===== src/rtl/legv8_multicycle_controller.sv =====
// Multi-cycle LEGv8 control FSM: latches one instruction per handshake and sequences
// datapath control through DECODE/EXEC/MEM/WB/ERROR, with a bounded memory stall.
module legv8_multicycle_controller #(
  parameter int MEM_TIMEOUT = 16,
  parameter int CNT_W       = 5,
  parameter bit XZR_GUARD   = 1'b1
) (
  input  logic        clk,
  input  logic        rst_n,
  input  logic [31:0] instruction,
  input  logic        instr_valid,
  output logic        instr_ack,
  input  logic        mem_ready,
  input  logic        zero_flag,
  output logic        mem_read_dm,
  output logic        mem_write_dm,
  output logic        reg_write_rf,
  output logic        mux2,
  output logic        mux3,
  output logic [4:0]  read_reg_1,
  output logic [4:0]  read_reg_2,
  output logic [4:0]  write_reg,
  output logic [1:0]  imm_sel,
  output logic [2:0]  alu_op,
  output logic        pc_write,
  output logic        pc_src,
  output logic [2:0]  state,
  output logic        illegal,
  output logic        timeout_err
);

  typedef enum logic [2:0] {
    S_IDLE   = 3'd0,
    S_DECODE = 3'd1,
    S_EXEC   = 3'd2,
    S_MEM    = 3'd3,
    S_WB     = 3'd4,
    S_ERROR  = 3'd5
  } state_t;

  state_t           cur_state, nxt_state;
  logic [31:0]      ir;
  logic [CNT_W-1:0] stall_cnt;

  logic is_add, is_sub, is_and, is_orr, is_ldur, is_stur, is_cbz, is_b;
  logic is_rtype, is_bad, active, stall_last;
  logic [4:0] rd, rn, rm;
  logic [4:0] wr_addr;
  logic       unused_ir_bits;

  assign rd = ir[4:0];
  assign rn = ir[9:5];
  assign rm = ir[20:16];
  assign unused_ir_bits = ^ir[15:10];

  assign is_add   = (ir[31:21] == 11'b10001011000);
  assign is_sub   = (ir[31:21] == 11'b11001011000);
  assign is_and   = (ir[31:21] == 11'b10001010000);
  assign is_orr   = (ir[31:21] == 11'b10101010000);
  assign is_ldur  = (ir[31:21] == 11'b11111000010);
  assign is_stur  = (ir[31:21] == 11'b11111000000);
  assign is_cbz   = (ir[31:24] == 8'b10110100);
  assign is_b     = (ir[31:26] == 6'b000101);
  assign is_rtype = is_add | is_sub | is_and | is_orr;
  assign is_bad   = ~(is_rtype | is_ldur | is_stur | is_cbz | is_b);

  // ERROR is reached only by an illegal opcode or a MEM timeout, so the latched
  // instruction alone tells the two causes apart.
  assign active = (cur_state == S_DECODE) || (cur_state == S_EXEC) ||
                  (cur_state == S_MEM) || (cur_state == S_WB) || (cur_state == S_ERROR);
  assign stall_last = (stall_cnt == CNT_W'(MEM_TIMEOUT - 1));
  assign wr_addr    = (is_rtype | is_ldur) ? rd : 5'd0;
  assign state      = cur_state;

  always_ff @(posedge clk) begin
    if (!rst_n) begin
      cur_state <= S_IDLE;
      ir        <= '0;
      stall_cnt <= '0;
    end else begin
      cur_state <= nxt_state;
      if (cur_state == S_IDLE && instr_valid)
        ir <= instruction;
      if (cur_state == S_MEM && !mem_ready && nxt_state == S_MEM)
        stall_cnt <= stall_cnt + 1'b1;
      else
        stall_cnt <= '0;
    end
  end

  always_comb begin
    nxt_state    = cur_state;
    instr_ack    = 1'b0;
    mem_read_dm  = 1'b0;
    mem_write_dm = 1'b0;
    reg_write_rf = 1'b0;
    mux2         = 1'b0;
    pc_write     = 1'b0;
    pc_src       = 1'b0;
    illegal      = 1'b0;
    timeout_err  = 1'b0;

    case (cur_state)
      S_IDLE: begin
        instr_ack = instr_valid;
        if (instr_valid) nxt_state = S_DECODE;
      end
      S_DECODE: nxt_state = is_bad ? S_ERROR : S_EXEC;
      S_EXEC: begin
        if (is_rtype) begin
          nxt_state = S_WB;
        end else if (is_ldur || is_stur) begin
          nxt_state = S_MEM;
        end else if (is_cbz) begin
          pc_write  = 1'b1;
          pc_src    = zero_flag;
          nxt_state = S_IDLE;
        end else if (is_b) begin
          pc_write  = 1'b1;
          pc_src    = 1'b1;
          nxt_state = S_IDLE;
        end else begin
          nxt_state = S_ERROR;
        end
      end
      S_MEM: begin
        mem_read_dm  = is_ldur;
        mem_write_dm = is_stur;
        // A late mem_ready still completes the access even on the final stall cycle.
        if (mem_ready) begin
          if (is_ldur) begin
            nxt_state = S_WB;
          end else begin
            pc_write  = 1'b1;
            nxt_state = S_IDLE;
          end
        end else if (stall_last) begin
          nxt_state = S_ERROR;
        end
      end
      S_WB: begin
        reg_write_rf = ~(XZR_GUARD && wr_addr == 5'd31);
        mux2         = is_ldur;
        pc_write     = 1'b1;
        nxt_state    = S_IDLE;
      end
      S_ERROR: begin
        illegal     = is_bad;
        timeout_err = ~is_bad;
        pc_write    = 1'b1;
        nxt_state   = S_IDLE;
      end
      default: nxt_state = S_IDLE;
    endcase
  end

  // Field and datapath selects are held steady from DECODE until return to IDLE.
  always_comb begin
    read_reg_1 = 5'd0;
    read_reg_2 = 5'd0;
    write_reg  = 5'd0;
    mux3       = 1'b0;
    imm_sel    = 2'b00;
    alu_op     = 3'b000;
    if (active) begin
      read_reg_1 = rn;
      write_reg  = wr_addr;
      mux3       = is_ldur | is_stur;
      if (is_rtype)
        read_reg_2 = rm;
      else if (is_stur || is_cbz)
        read_reg_2 = rd;
      if (is_ldur || is_stur) imm_sel = 2'b01;
      else if (is_cbz)        imm_sel = 2'b10;
      else if (is_b)          imm_sel = 2'b11;
      if (is_sub)      alu_op = 3'b001;
      else if (is_and) alu_op = 3'b010;
      else if (is_orr) alu_op = 3'b011;
      else if (is_cbz) alu_op = 3'b100;
    end
  end

endmodule


===== config.mk =====
export PLATFORM = sky130hd
export DESIGN_NAME = legv8_multicycle_controller
export DESIGN_NICKNAME = d
export VERILOG_FILES = /design/src/rtl/legv8_multicycle_controller.sv
export SDC_FILE = /design/constraint.sdc
export NUM_CORES = 1
export LEC_CHECK = 0
export CORE_MARGIN = 5
export CORE_UTILIZATION = 47
export DETAILED_ROUTE_END_ITERATION = 8
export PLACE_DENSITY = 0.93
export SYNTH_ARGS = -nofsm -noshare
export SYNTH_HDL_FRONTEND = slang
export SYNTH_SLANG_ARGS = --single-unit

===== constraint.sdc =====
create_clock -name clk -period 5.03 [get_ports clk]
set_clock_uncertainty 0.1 [all_clocks]
set_input_delay 0.7545 -clock clk [delete_from_list [all_inputs] [get_ports clk]]
set_output_delay 0.7545 -clock clk [all_outputs]
set_load 0.02 [all_outputs]

==> metrics.md <==
| Metric | Value |
|---|---|
| Synth Warn # | 0 |
| Post-DR vias/cell | 5.32 |
| Initial Util | 0.488 |
| DRC | 0 |
| Total clock sinks | 34 |
| Req. time, crit path | approximately 4200 ps |
| Seq/Total Area, Yosys | 0.378 |
| Total leakage power | just under 0.0009 uW |
| Setup_tns | 0 ps |
| PnR worst setup slack | 1460 ps |
| Outcome | finished, final reports clean |
| Buffer and inverter count on the worst path | 3 |
| Reg2Reg Setup Slack | approximately 3200 ps |
| Final core utilization | 0.679 |
| Worst-Margin Slew | between 700 and 800 ps |
| Multi-input gate area | 1010 um^2 |
| Share of async-settable or async-resettable flops after synthesis | 0 |
| Pre-Repair DR Iteration Count | 4 |
| Maxcap violations | 0 |
| Fmax | between 200 and 300 MHz |
| Vias in the first global route | 1775 |
| Share of layout cells above drive strength 1 | 0.0546 |
| CTS Root Cell | clkbuf_8 |
| Cell depth of the worst hold path | 2 |
| Final Hold Violating Endpoints | 0 |
| Kind of end point of the critical path | output port |
| Maximum vdd drop | 0.208 mV |
| Initial antenna violation count | 0 |
| Slew HR | 0.515 |
| Clock Latency Late Sink | 290 ps |
| Most used cell, CP | clkdlybuf4s50_1 |
| Yosys reg bits | 34 |
| Die X | approximately 70 um |
| Core ar. | 3690 um^2 |
| Die height | 71.9 um |
| All-Layer GR Usage | 0.188 |
| Syn avg cell area | 7.70 um^2 |
| CP startpoint kind | input pin |
| Count of input and output buffers | 63 |
| Final net count | 331 |
| Crit-path leading delay family | buffers and inverters |
| Pwr Total | 639 uW |
| Post-DP HPWL | 3.56 mm |
| Critical-path cell list | clkdlybuf4s50_1, or4b_4, clkinv_4, clkdlybuf4s50_1 |
| Die area | 5170 um^2 |
| Top_reg_cell synth | dfxtp_1 |
| First-pass GRT wire length | 7.73 mm |
| Synthesized net count | 273 |
| RSZ-0062 raised after global routing | false |
| Fill cell count | ~330 |
| Highest cell delay on the worst timing path | ~640 ps |
| Area Growth Syn to Fin | 39.0% |
| Drt initial violations | 116 |
| Fin area | approximately 2500 um^2 |
| I/O pin count | 70 |
| FF/Latch Area | 681 um^2 |
| Diode count | 0 |
| Row cnt | 22 |
| Vias | 1814 |
| H-tree levels | 2 |
| Count of hold-fix buffers inserted at cts | 0 |
| Setup WS pre-CTS | 1450 ps |
| Post-synth EDFFs | 0 |
| Power Density | roughly 260 nW/um^2 |
| CTS tree | yes |
| Post-Synthesis Cell Area | 1800 um^2 |
| DP Area | around 2400 um^2 |
| CTS buffer count | 5 |
| Pin count of the biggest net entering global routing | 29 |
| Hold WC Path Type | flip-flop to flip-flop |
| Max FO, Critical Path | 28 |
| Synth unique cells | 45 |
| DR WL/cell | 13.8 um |
| DRT antenna net count | 0 |
| Post-route clock period utilization | 0.711 |
| WP data arrival | 2720 ps |
| # setup viols final | 0 |
| Crit-path slowest cell | clkdlybuf4s50_1 |
| Routability cong. | 0.959 |
| Buffer levels on the longest clock path | 2 |
| Grt ovf | 0 |
| Reg2reg path depth | 4 |
| Clk slew on worst S/H paths | 60 ps |
| Slew Viols, Final | 0 |
| Post-CTS setup buffers | 0 |
| Post-cts sizing count | 0 |
| Period minus WS final | 3570 ps |
| Critical path depth | 4 |
| Mapped Cells | 234 |
| CP Class | input pin to output port |
| Post-Route WL | 4.71 mm |
[cells in the final DEF (no fill, tap or decap), types with 2 or more instances in the layout]
master | netlist | routed
nand2_1 | 63 | 63
nand2b_1 | 3 | 3
nand3b_1 | 2 | 2
and4bb_2 | 2 | 2
a21oi_1 | 32 | 32
a31oi_1 | 2 | 2
o21ai_0 | 3 | 3
nor2_1 | 12 | 12
ha_1 | 2 | 2
clkdlybuf4s50_1 | 0 | 63
clkbuf_8 | 0 | 6
dfxtp_1 | 34 | 34
nor3_1 | 6 | 6
and3_1 | 3 | 3
nor3b_1 | 2 | 2
a22o_1 | 4 | 4
and2_1 | 12 | 12
nand4_1 | 3 | 3
nand3_1 | 7 | 7
o211ai_1 | 4 | 4
inv_1 | 4 | 4
[synthesized netlist by cell type, drive strengths merged (4+ instances only)]
| cell | number | area share |
|---|---|---|
| inv | 4 | 0.0083 |
| dfxtp | 34 | 0.38 |
| and2 | 12 | 0.042 |
| a21oi | 32 | 0.089 |
| buf | 9 | 0.038 |
| nor2 | 12 | 0.025 |
| nand2 | 63 | 0.13 |
| o211ai | 4 | 0.017 |
| a22o | 4 | 0.019 |
| nor3 | 7 | 0.022 |
| nand3 | 8 | 0.025 |
[per-stage QoR]
stage               std cells  hold WS [ps]
floorplan                 234           318
global placement          333           331
detailed placement        333           339
CTS                       341           349
global route              341           371
finish                    341           348
[report_power, final]
group	leakage, uW	switching, uW	internal (uW)
logic	0.000539	66.1	57.7
clock network	0.0000482	94.6	110
registers	0.000278	22.0	288
total	0.000866	183	456
[area by class of cell]
cell class	instances	share of cell area
clock buffer	7	0.0345
clock inverter	1	0.00200
inverter	6	0.0110
multi-input combinational	182	0.405
sequential	34	0.272
tap	48	0.0240
timing repair buffer	63	0.252
[metal layers]
layer | part of all wire | track usage | vias to the layer above
met1 | 0.42 | 0.225 | 814
met4 | 0.010 | 0.0752 | 0
met5 | 0 | 0 | -
met3 | 0.088 | 0.0665 | 5
li1 | - | - | 926
met2 | 0.48 | 0.306 | 69
[flip-flops by register name, summed over array words and instances, names as in the netlist]
name,cells
stall_cnt,5
state,3
ir,26
[worst register-to-register path, delay by kind of cell (launching register included)]
family | cells | cell delay (ps)
AOI/OAI and AO/OA | 1 | 130
DFF | 1 | 410
buffers and inverters | 1 | 240
and+or+nand+nor | 2 | 830
[path summary, 6_finish.rpt]
path                       startpoint                  to
hold reg to reg    ir[6]$_SDFFE_PN0P_  ir[6]$_SDFFE_PN0P_
setup / recovery          instr_valid           instr_ack
hold / removal     ir[6]$_SDFFE_PN0P_  ir[6]$_SDFFE_PN0P_
setup reg to reg  state[2]$_SDFF_PN0_  ir[7]$_SDFFE_PN0P_
[cells by family after synthesis]
kind of cell,after synthesis,share of synthesized area
buffers and inverters,18,0.0597
xor gates and xnor gates,2,0.00972
and+or+nand+nor,124,0.353
adders and majority gates,2,0.0139
muxes,1,0.00556
AOI/OAI and AO/OA,53,0.181
DFF,34,0.378
(Power assumes the default switching activity.)
